[src/rtl/crt_ff_wr_ctl_pkg.sv]
// Shared constants and helpers for the CRT fifo write-side controller.
package crt_ff_wr_ctl_pkg;

  localparam int unsigned FF_DEPTH    = 32;
  localparam int unsigned FF_AW       = 5;
  localparam int unsigned HALF_B_BASE = 16;

  // Last entry of each graphics half.
  localparam int unsigned GR_A_END = 15;
  localparam int unsigned GR_B_END = 31;

  // Text segment ends: low/high planes fill 8-entry segments in turn.
  localparam int unsigned TX_SEG0_END = 7;
  localparam int unsigned TX_SEG1_END = 15;
  localparam int unsigned TX_SEG2_END = 23;
  localparam int unsigned TX_SEG3_END = 31;

  // Half enables on the RAM write port: [0] low half, [1] high half.
  localparam logic [1:0] BE_GR = 2'b11;
  localparam logic [1:0] BE_LO = 2'b01;
  localparam logic [1:0] BE_HI = 2'b10;

  // An "a" window owns entries 0..15 and a "b" window owns 16..31;
  // the counter MSB tells which half the write would land in.
  function automatic logic win_violation(input logic win_a, input logic win_b,
                                         input logic [FF_AW-1:0] cnt);
    return (win_a & cnt[FF_AW-1]) | (win_b & ~cnt[FF_AW-1]);
  endfunction

endpackage

[src/rtl/crt_ff_wr_ctl_if.sv]
// Bus between the CRT fifo write state machine / memory return path and
// the write-side controller. The controller takes the slave modport.
interface crt_ff_wr_ctl_if
  import crt_ff_wr_ctl_pkg::*;
#(
  parameter int unsigned DATA_W = 32
);

  // Memory return and mode/window qualifiers.
  logic              crt_ff_write;
  logic [DATA_W-1:0] mem_rdata;
  logic              graphic_mode;
  logic              text_mode;
  logic              sync_crt_line_end;
  logic              sync_pre_vde;
  logic              gr_ff_wra;
  logic              gr_ff_wrb;
  logic              tx_ff_wra_low;
  logic              tx_ff_wra_high;
  logic              tx_ff_wrb_low;
  logic              tx_ff_wrb_high;

  // RAM write port.
  logic              ff_wr_en;
  logic [FF_AW-1:0]  ff_wr_addr;
  logic [1:0]        ff_wr_be;
  logic [DATA_W-1:0] ff_wr_data;

  // Boundary strobes back to the write state machine and flag logic.
  logic              crt_fwr0;
  logic              crt_fwr15;
  logic              crt_fwr16;
  logic              crt_fwr31;
  logic              crt_fwr0_low;
  logic              crt_fwr7_low;
  logic              crt_fwr15_low;
  logic              crt_fwr16_low;
  logic              crt_fwr23_low;
  logic              crt_fwr31_low;
  logic              crt_fwr7_high;
  logic              crt_fwr15_high;
  logic              crt_fwr23_high;
  logic              crt_fwr31_high;

  logic              wr_ovf_err;

  modport slave (
    input  crt_ff_write, mem_rdata, graphic_mode, text_mode,
    input  sync_crt_line_end, sync_pre_vde,
    input  gr_ff_wra, gr_ff_wrb,
    input  tx_ff_wra_low, tx_ff_wra_high, tx_ff_wrb_low, tx_ff_wrb_high,
    output ff_wr_en, ff_wr_addr, ff_wr_be, ff_wr_data,
    output crt_fwr0, crt_fwr15, crt_fwr16, crt_fwr31,
    output crt_fwr0_low, crt_fwr7_low, crt_fwr15_low, crt_fwr16_low,
    output crt_fwr23_low, crt_fwr31_low,
    output crt_fwr7_high, crt_fwr15_high, crt_fwr23_high, crt_fwr31_high,
    output wr_ovf_err
  );

  modport master (
    output crt_ff_write, mem_rdata, graphic_mode, text_mode,
    output sync_crt_line_end, sync_pre_vde,
    output gr_ff_wra, gr_ff_wrb,
    output tx_ff_wra_low, tx_ff_wra_high, tx_ff_wrb_low, tx_ff_wrb_high,
    input  ff_wr_en, ff_wr_addr, ff_wr_be, ff_wr_data,
    input  crt_fwr0, crt_fwr15, crt_fwr16, crt_fwr31,
    input  crt_fwr0_low, crt_fwr7_low, crt_fwr15_low, crt_fwr16_low,
    input  crt_fwr23_low, crt_fwr31_low,
    input  crt_fwr7_high, crt_fwr15_high, crt_fwr23_high, crt_fwr31_high,
    input  wr_ovf_err
  );

endinterface

[src/rtl/crt_ff_wr_cnt.sv]
// 5-bit fifo write-address counter with synchronous clear (priority over
// advance), natural 31 -> 0 wrap and a one-hot equality decode of its value.
module crt_ff_wr_cnt
  import crt_ff_wr_ctl_pkg::*;
(
  input  logic                mem_clk,
  input  logic                hreset_n,
  input  logic                i_clr,
  input  logic                i_adv,
  output logic [FF_AW-1:0]    o_cnt,
  output logic [FF_DEPTH-1:0] o_eq
);

  logic [FF_AW-1:0] r_cnt;

  // Counter state: clear wins over advance; wrap falls out of the width.
  always_ff @(posedge mem_clk or negedge hreset_n) begin
    if (!hreset_n) begin
      r_cnt <= '0;
    end else if (i_clr) begin
      r_cnt <= '0;
    end else if (i_adv) begin
      r_cnt <= r_cnt + 1'b1;
    end
  end

  // Equality decode bank: bit N is set while the counter holds N.
  always_comb begin
    o_eq        = '0;
    o_eq[r_cnt] = 1'b1;
  end

  assign o_cnt = r_cnt;

endmodule

[src/rtl/crt_ff_wr_ctl.sv]
// Write-side datapath and address generator for the 32-entry CRT fifo.
// Qualifies returned memory data against the write windows, drives the
// registered RAM write port and decodes the boundary strobes.
module crt_ff_wr_ctl
  import crt_ff_wr_ctl_pkg::*;
#(
  parameter int unsigned DATA_W = 32
) (
  input  logic           mem_clk,
  input  logic           hreset_n,
  crt_ff_wr_ctl_if.slave bus
);

  if ((DATA_W % 2) != 0) begin : g_bad_width
    $error("DATA_W must be even");
  end

  logic                w_gwr;
  logic                w_twl;
  logic                w_twh_raw;
  logic                w_twh;
  logic                w_any;
  logic                w_clr;
  logic                w_lo_adv;
  logic                w_ovf;
  logic [FF_AW-1:0]    w_lo_cnt;
  logic [FF_AW-1:0]    w_hi_cnt;
  logic [FF_DEPTH-1:0] w_lo_eq;
  logic [FF_DEPTH-1:0] w_hi_eq;
  logic [FF_AW-1:0]    w_addr;
  logic [1:0]          w_be;

  logic                r_en;
  logic [FF_AW-1:0]    r_addr;
  logic [1:0]          r_be;
  logic [DATA_W-1:0]   r_data;
  logic                r_ovf;

  // Write qualification: graphics mode shadows text mode.
  always_comb begin
    w_gwr     = bus.crt_ff_write & bus.graphic_mode & (bus.gr_ff_wra | bus.gr_ff_wrb);
    w_twl     = bus.crt_ff_write & bus.text_mode & ~bus.graphic_mode &
                (bus.tx_ff_wra_low | bus.tx_ff_wrb_low);
    w_twh_raw = bus.crt_ff_write & bus.text_mode & ~bus.graphic_mode &
                (bus.tx_ff_wra_high | bus.tx_ff_wrb_high);
    // Low and high windows together is an SM fault: the low write wins.
    w_twh     = w_twh_raw & ~w_twl;
    w_any     = w_gwr | w_twl | w_twh;
    w_lo_adv  = w_gwr | w_twl;
    w_clr     = bus.sync_crt_line_end | bus.sync_pre_vde;
  end

  crt_ff_wr_cnt u_lo_cnt (
    .mem_clk  (mem_clk),
    .hreset_n (hreset_n),
    .i_clr    (w_clr),
    .i_adv    (w_lo_adv),
    .o_cnt    (w_lo_cnt),
    .o_eq     (w_lo_eq)
  );

  crt_ff_wr_cnt u_hi_cnt (
    .mem_clk  (mem_clk),
    .hreset_n (hreset_n),
    .i_clr    (w_clr),
    .i_adv    (w_twh),
    .o_cnt    (w_hi_cnt),
    .o_eq     (w_hi_eq)
  );

  // Port address / half-enable selection for the qualifying write.
  always_comb begin
    w_addr = w_hi_cnt;
    w_be   = BE_HI;
    if (w_gwr) begin
      w_addr = w_lo_cnt;
      w_be   = BE_GR;
    end else if (w_twl) begin
      w_addr = w_lo_cnt;
      w_be   = BE_LO;
    end
  end

  // Range check of each qualified write against its window's half.
  always_comb begin
    w_ovf = (w_gwr & win_violation(bus.gr_ff_wra, bus.gr_ff_wrb, w_lo_cnt)) |
            (w_twl & win_violation(bus.tx_ff_wra_low, bus.tx_ff_wrb_low, w_lo_cnt)) |
            (w_twh & win_violation(bus.tx_ff_wra_high, bus.tx_ff_wrb_high, w_hi_cnt)) |
            (w_twl & w_twh_raw);
  end

  // Write-port pipeline: one cycle behind qualification; holds when idle.
  always_ff @(posedge mem_clk or negedge hreset_n) begin
    if (!hreset_n) begin
      r_en   <= 1'b0;
      r_addr <= '0;
      r_be   <= '0;
      r_data <= '0;
    end else begin
      r_en <= w_any;
      if (w_any) begin
        r_addr <= w_addr;
        r_be   <= w_be;
        r_data <= bus.mem_rdata;
      end
    end
  end

  // Sticky overflow error, cleared only by reset.
  always_ff @(posedge mem_clk or negedge hreset_n) begin
    if (!hreset_n) begin
      r_ovf <= 1'b0;
    end else if (w_ovf) begin
      r_ovf <= 1'b1;
    end
  end

  assign bus.ff_wr_en   = r_en;
  assign bus.ff_wr_addr = r_addr;
  assign bus.ff_wr_be   = r_be;
  assign bus.ff_wr_data = r_data;
  assign bus.wr_ovf_err = r_ovf;

  // Boundary strobes fire with the write at that entry, not after it.
  assign bus.crt_fwr0       = w_gwr & w_lo_eq[0];
  assign bus.crt_fwr15      = w_gwr & w_lo_eq[GR_A_END];
  assign bus.crt_fwr16      = w_gwr & w_lo_eq[HALF_B_BASE];
  assign bus.crt_fwr31      = w_gwr & w_lo_eq[GR_B_END];

  assign bus.crt_fwr0_low   = w_twl & w_lo_eq[0];
  assign bus.crt_fwr7_low   = w_twl & w_lo_eq[TX_SEG0_END];
  assign bus.crt_fwr15_low  = w_twl & w_lo_eq[TX_SEG1_END];
  assign bus.crt_fwr16_low  = w_twl & w_lo_eq[HALF_B_BASE];
  assign bus.crt_fwr23_low  = w_twl & w_lo_eq[TX_SEG2_END];
  assign bus.crt_fwr31_low  = w_twl & w_lo_eq[TX_SEG3_END];

  assign bus.crt_fwr7_high  = w_twh & w_hi_eq[TX_SEG0_END];
  assign bus.crt_fwr15_high = w_twh & w_hi_eq[TX_SEG1_END];
  assign bus.crt_fwr23_high = w_twh & w_hi_eq[TX_SEG2_END];
  assign bus.crt_fwr31_high = w_twh & w_hi_eq[TX_SEG3_END];

  // Only a few decode taps are strobed; the rest of each bank is spare.
  logic unused_eq;
  assign unused_eq = ^{w_lo_eq, w_hi_eq};

endmodule
[src/flat_wrapper.sv]
// flat-port wrapper written by rule: the top's interface ports become plain ports
module crt_ff_wr_ctl_flat import crt_ff_wr_ctl_pkg::*;
#(
  parameter int unsigned DATA_W = 32
)
  (mem_clk, hreset_n, bus_crt_ff_write, bus_mem_rdata, bus_graphic_mode, bus_text_mode, bus_sync_crt_line_end, bus_sync_pre_vde, bus_gr_ff_wra, bus_gr_ff_wrb, bus_tx_ff_wra_low, bus_tx_ff_wra_high, bus_tx_ff_wrb_low, bus_tx_ff_wrb_high, bus_ff_wr_en, bus_ff_wr_addr, bus_ff_wr_be, bus_ff_wr_data, bus_crt_fwr0, bus_crt_fwr15, bus_crt_fwr16, bus_crt_fwr31, bus_crt_fwr0_low, bus_crt_fwr7_low, bus_crt_fwr15_low, bus_crt_fwr16_low, bus_crt_fwr23_low, bus_crt_fwr31_low, bus_crt_fwr7_high, bus_crt_fwr15_high, bus_crt_fwr23_high, bus_crt_fwr31_high, bus_wr_ovf_err);
  crt_ff_wr_ctl_if #(.DATA_W(DATA_W)) bus_i ();
  input  logic mem_clk;
  input  logic hreset_n;
  input wire logic [$bits(bus_i.crt_ff_write)-1:0] bus_crt_ff_write;
  input wire logic [$bits(bus_i.mem_rdata)-1:0] bus_mem_rdata;
  input wire logic [$bits(bus_i.graphic_mode)-1:0] bus_graphic_mode;
  input wire logic [$bits(bus_i.text_mode)-1:0] bus_text_mode;
  input wire logic [$bits(bus_i.sync_crt_line_end)-1:0] bus_sync_crt_line_end;
  input wire logic [$bits(bus_i.sync_pre_vde)-1:0] bus_sync_pre_vde;
  input wire logic [$bits(bus_i.gr_ff_wra)-1:0] bus_gr_ff_wra;
  input wire logic [$bits(bus_i.gr_ff_wrb)-1:0] bus_gr_ff_wrb;
  input wire logic [$bits(bus_i.tx_ff_wra_low)-1:0] bus_tx_ff_wra_low;
  input wire logic [$bits(bus_i.tx_ff_wra_high)-1:0] bus_tx_ff_wra_high;
  input wire logic [$bits(bus_i.tx_ff_wrb_low)-1:0] bus_tx_ff_wrb_low;
  input wire logic [$bits(bus_i.tx_ff_wrb_high)-1:0] bus_tx_ff_wrb_high;
  output wire logic [$bits(bus_i.ff_wr_en)-1:0] bus_ff_wr_en;
  output wire logic [$bits(bus_i.ff_wr_addr)-1:0] bus_ff_wr_addr;
  output wire logic [$bits(bus_i.ff_wr_be)-1:0] bus_ff_wr_be;
  output wire logic [$bits(bus_i.ff_wr_data)-1:0] bus_ff_wr_data;
  output wire logic [$bits(bus_i.crt_fwr0)-1:0] bus_crt_fwr0;
  output wire logic [$bits(bus_i.crt_fwr15)-1:0] bus_crt_fwr15;
  output wire logic [$bits(bus_i.crt_fwr16)-1:0] bus_crt_fwr16;
  output wire logic [$bits(bus_i.crt_fwr31)-1:0] bus_crt_fwr31;
  output wire logic [$bits(bus_i.crt_fwr0_low)-1:0] bus_crt_fwr0_low;
  output wire logic [$bits(bus_i.crt_fwr7_low)-1:0] bus_crt_fwr7_low;
  output wire logic [$bits(bus_i.crt_fwr15_low)-1:0] bus_crt_fwr15_low;
  output wire logic [$bits(bus_i.crt_fwr16_low)-1:0] bus_crt_fwr16_low;
  output wire logic [$bits(bus_i.crt_fwr23_low)-1:0] bus_crt_fwr23_low;
  output wire logic [$bits(bus_i.crt_fwr31_low)-1:0] bus_crt_fwr31_low;
  output wire logic [$bits(bus_i.crt_fwr7_high)-1:0] bus_crt_fwr7_high;
  output wire logic [$bits(bus_i.crt_fwr15_high)-1:0] bus_crt_fwr15_high;
  output wire logic [$bits(bus_i.crt_fwr23_high)-1:0] bus_crt_fwr23_high;
  output wire logic [$bits(bus_i.crt_fwr31_high)-1:0] bus_crt_fwr31_high;
  output wire logic [$bits(bus_i.wr_ovf_err)-1:0] bus_wr_ovf_err;
  assign bus_i.crt_ff_write = bus_crt_ff_write;
  assign bus_i.mem_rdata = bus_mem_rdata;
  assign bus_i.graphic_mode = bus_graphic_mode;
  assign bus_i.text_mode = bus_text_mode;
  assign bus_i.sync_crt_line_end = bus_sync_crt_line_end;
  assign bus_i.sync_pre_vde = bus_sync_pre_vde;
  assign bus_i.gr_ff_wra = bus_gr_ff_wra;
  assign bus_i.gr_ff_wrb = bus_gr_ff_wrb;
  assign bus_i.tx_ff_wra_low = bus_tx_ff_wra_low;
  assign bus_i.tx_ff_wra_high = bus_tx_ff_wra_high;
  assign bus_i.tx_ff_wrb_low = bus_tx_ff_wrb_low;
  assign bus_i.tx_ff_wrb_high = bus_tx_ff_wrb_high;
  assign bus_ff_wr_en = bus_i.ff_wr_en;
  assign bus_ff_wr_addr = bus_i.ff_wr_addr;
  assign bus_ff_wr_be = bus_i.ff_wr_be;
  assign bus_ff_wr_data = bus_i.ff_wr_data;
  assign bus_crt_fwr0 = bus_i.crt_fwr0;
  assign bus_crt_fwr15 = bus_i.crt_fwr15;
  assign bus_crt_fwr16 = bus_i.crt_fwr16;
  assign bus_crt_fwr31 = bus_i.crt_fwr31;
  assign bus_crt_fwr0_low = bus_i.crt_fwr0_low;
  assign bus_crt_fwr7_low = bus_i.crt_fwr7_low;
  assign bus_crt_fwr15_low = bus_i.crt_fwr15_low;
  assign bus_crt_fwr16_low = bus_i.crt_fwr16_low;
  assign bus_crt_fwr23_low = bus_i.crt_fwr23_low;
  assign bus_crt_fwr31_low = bus_i.crt_fwr31_low;
  assign bus_crt_fwr7_high = bus_i.crt_fwr7_high;
  assign bus_crt_fwr15_high = bus_i.crt_fwr15_high;
  assign bus_crt_fwr23_high = bus_i.crt_fwr23_high;
  assign bus_crt_fwr31_high = bus_i.crt_fwr31_high;
  assign bus_wr_ovf_err = bus_i.wr_ovf_err;
  crt_ff_wr_ctl #(.DATA_W(DATA_W)) u_core (.mem_clk(mem_clk), .hreset_n(hreset_n), .bus(bus_i));
endmodule
[config.mk]
export PLATFORM = sky130hd
export DESIGN_NAME = crt_ff_wr_ctl_flat
export DESIGN_NICKNAME = d
export VERILOG_FILES = /design/src/rtl/crt_ff_wr_ctl_pkg.sv /design/src/rtl/crt_ff_wr_ctl_if.sv /design/src/rtl/crt_ff_wr_cnt.sv /design/src/rtl/crt_ff_wr_ctl.sv /design/src/flat_wrapper.sv
export SDC_FILE = /design/constraint.sdc
export NUM_CORES = 1
export LEC_CHECK = 0
export ABC_AREA = 1
export CORE_MARGIN = 2
export CORE_UTILIZATION = 23
export CTS_BUF_LIST = sky130_fd_sc_hd__clkbuf_8
export CTS_CLUSTER_SIZE = 25
export DETAILED_ROUTE_END_ITERATION = 8
export RECOVER_POWER = 100
export SLEW_MARGIN = 20
export SYNTH_ARGS = -nofsm -noshare
export SYNTH_HDL_FRONTEND = slang
export SYNTH_SLANG_ARGS = --single-unit
[constraint.sdc]
create_clock -name mem_clk -period 3.15 [get_ports mem_clk]
set_clock_uncertainty 0.15 [all_clocks]
set_input_delay 0.4725 -clock mem_clk [delete_from_list [all_inputs] [get_ports mem_clk]]
set_output_delay 0.4725 -clock mem_clk [all_outputs]
set_load 0.03 [all_outputs]
==> results.json <==
{
  "remaining_drc_errors": 0,
  "antennaDiodeCount": 0,
  "critPathCapture": "bus_crt_fwr23_high",
  "clkLatencyLatePin_ns": 0.30,
  "syn_inst": 296,
  "violations": "max-capacitance violations, max-slew violations",
  "period_minus_slack_ns": 2.97,
  "period_share_pct": 94.4,
  "initial_core_util_pct": 23.5,
  "wl_met3_um": 335,
  "worstSetupEndpointType": "output port",
  "die_y_um": 106,
  "ys_types": 25,
  "r2r-end": "u_core.u_lo_cnt.o_cnt[4]",
  "synth-seq-area-share_pct": 52.8,
  "fmax_mhz": 336,
  "hold_viol": 0,
  "irDropWorstVdd_mv": 0.281,
  "cts.sinks": 51,
  "syn-cell-area_um2": 2420,
  "final_cell_mix": "nand2_1, dlygate4sd3_1, dfrtp_1",
  "ys_ff_latch": 51,
  "cts_hold_buf": 0,
  "first_pass_iters": 4,
  "wl_per_cell_um": 11.9,
  "clk_pin_slew_worst_paths_ns": 0.09,
  "yosysWarnings": 0,
  "grt_setup_unrepaired": "no",
  "h-tree-depth": 2,
  "slew_violations": 40,
  "p_per_area_nw_per_um2": 478,
  "core_um2": 10300,
  "cts-resized-gates": 0,
  "yosysTopAreaCell": "dfrtp_1",
  "track_usage_pct": 12.0,
  "critical_path_class": "input pin to output port",
  "synth_top_family_by_area": "simple AND/OR/NAND/NOR gates",
  "path_max_fanout": 10,
  "die_w_um": 106,
  "cp_data_required_time_ns": 2.53,
  "num_rows": 37,
  "syn_avg_cell_area_um2": 8.16,
  "ctsRootBufferMaster": "clkbuf_8",
  "cp-startpoint": "bus_tx_ff_wra_high",
  "synth_compound_area_share_pct": 1.66,
  "total_leakage_power_nw": 1.80,
  "wl_met1_um": 3040,
  "dp_slack_ns": 0.183,
  "startpoint_type": "input pin",
  "status": "finished with violations",
  "final_cells": 535,
  "num_vias": 2263,
  "ios": 100,
  "worst_pin_slew_ns": 2.10,
  "final_common_cell": "nand2_1",
  "final_nets": 447,
  "highest_layer": "met4",
  "wl_met2_um": 2920,
  "fill_cells": 1116,
  "rr_worst_depth": 6,
  "synth_xor_area_share_pct": 0.363,
  "grt_pass1_wl_um": 11100,
  "synth_simple_gate_area_share_pct": 37.0,
  "max_cap_violations": 1,
  "die-area_um2": 11300,
  "synth_fa_ha_area_share_pct": 1.55,
  "cts_tree": "built",
  "post_cts.repair.setup_buffers": 0,
  "yosysTopAreaCellShare_pct": 52.8,
  "setup_viol": 0,
  "r2r-start": "u_core.u_lo_cnt.o_cnt[0]",
  "clock_path_buffers": 2,
  "slew_headroom_pct": -40.3,
  "multi_input_area_um2": 965,
  "total_power_mw": 1.73,
  "grt_start_max_net_pins": 40,
  "cts_inserted_buffers": 5,
  "grt_pass1_vias": 2314,
  "drive_above_1_share_pct": 6.27,
  "syn_to_final_growth_pct": 49.9,
  "portBuffers": 99,
  "wl_um": 6340,
  "drt_iter0_drc": 180,
  "grt-ovfl-total": 0,
  "seq_area_um2": 1280,
  "ant_nets": 0,
  "arrival_ns": 2.35,
  "vias_per_cell": 4.23,
  "synth_nets": 344,
  "dp_cells": 528,
  "gp_congestion": 0.768,
  "synth_area_leaders": "dfrtp_1, nand2_1, nand3_1, nand2_2, inv_1",
  "tns_ns": 0,
  "synth.area.mux_share_pct": 0,
  "rrSetupSlack_ns": 1.73,
  "dpl.hpwl_um": 4700,
  "fin_ws_ns": 0.178,
  "antenna_found_initial": 0,
  "hold_path.class": "flop to flop"
}
[cell families after synthesis]
group           Yosys count
buf+inv                  32
fa+ha+maj                 3
xor+xnor                  1
compound gates            8
simple gates            201
flops                    51
[critical path, stage by stage]
cell and delay (ns):
clkdlybuf4s50_1 0.48, inv_1 0.04, nand2_1 0.14, nand3_2 0.23, inv_1 0.13, nand2_1 0.08
nor2_1 0.10, clkdlybuf4s50_1 0.68
[flip-flops by register name, summed over array words and instances (netlist names)]
signal and flops:
u_core.bus.ff_wr_data 32, u_core.bus.ff_wr_addr 5, u_core.u_hi_cnt.o_cnt 5, u_core.u_lo_cnt.o_cnt 5, u_core.bus.ff_wr_be 2, u_core.bus.ff_wr_en 1, u_core.bus.wr_ovf_err 1
[synthesized netlist by cell type]
cell type / instances
nor2_1: 14
a21oi_1: 1
clkbuf_1: 2
nand3_4: 1
nor3_1: 1
nor2_2: 1
nand2_1: 129
inv_4: 1
inv_2: 2
buf_6: 3
nand2_4: 1
or2_2: 1
ha_1: 3
nand3_2: 1
xor2_1: 1
nand3_1: 24
buf_2: 3
nand2_2: 13
inv_1: 18
nor2_4: 1
o21ai_0: 7
nor4_1: 4
nand4_1: 10
buf_4: 3
dfrtp_1: 51
[report_power, final]
group / switching (mW) / total (mW) / internal, mW
Sequential: 0.0415 / 0.776 / 0.735
Combinational: 0.315 / 0.516 / 0.200
Clock: 0.210 / 0.440 / 0.230
Total: 0.567 / 1.73 / 1.17
[how the worst min path moves through the flow]
stage | startpoint | endpoint | slack [ns] | cells after the start
final | u_core.bus.ff_wr_data[20] | u_core.bus.ff_wr_data[20] | 0.32 | 2
after detailed placement | u_core.bus.ff_wr_data[27] | u_core.bus.ff_wr_data[27] | 0.31 | 2
after global routing | u_core.bus.ff_wr_data[29] | u_core.bus.ff_wr_data[29] | 0.36 | 2
after global placement | u_core.bus.ff_wr_data[21] | u_core.bus.ff_wr_data[21] | 0.30 | 2
after CTS | hreset_n | u_core.bus.ff_wr_data[19] | 0.17 | 1
after floorplan | hreset_n | u_core.bus.ff_wr_addr[0] | 0.03 | 0
[layer usage]
layer / track usage [%] / vias up
li1: - / 1142
met1: 16.0 / 1051
met2: 20.0 / 63
met3: 2.39 / 7
met4: 2.69 / 0
met5: 0 / -
[stage by stage]
stage | hold WS, ns | util [%] | area, um^2
after floorplan | 0.0269 | - | 2420
after global placement | 0.303 | 34.6 | 3550
after detailed placement | 0.312 | 34.6 | 3550
after CTS | 0.173 | 35.6 | 3660
after global routing | 0.359 | 35.2 | 3620
final | 0.321 | 35.2 | 3620
[final cells by class]
| cell class | count | share of cell area (%) |
|---|---|---|
| flip-flops and latches | 51 | 35.2 |
| repair buffers | 107 | 28.4 |
| multi-input cells | 213 | 26.6 |
| well taps | 136 | 4.70 |
| inverters | 21 | 2.18 |
| clock buffers | 5 | 1.90 |
| clock inverters | 2 | 0.933 |
Power figures use the tool's default switching activity.
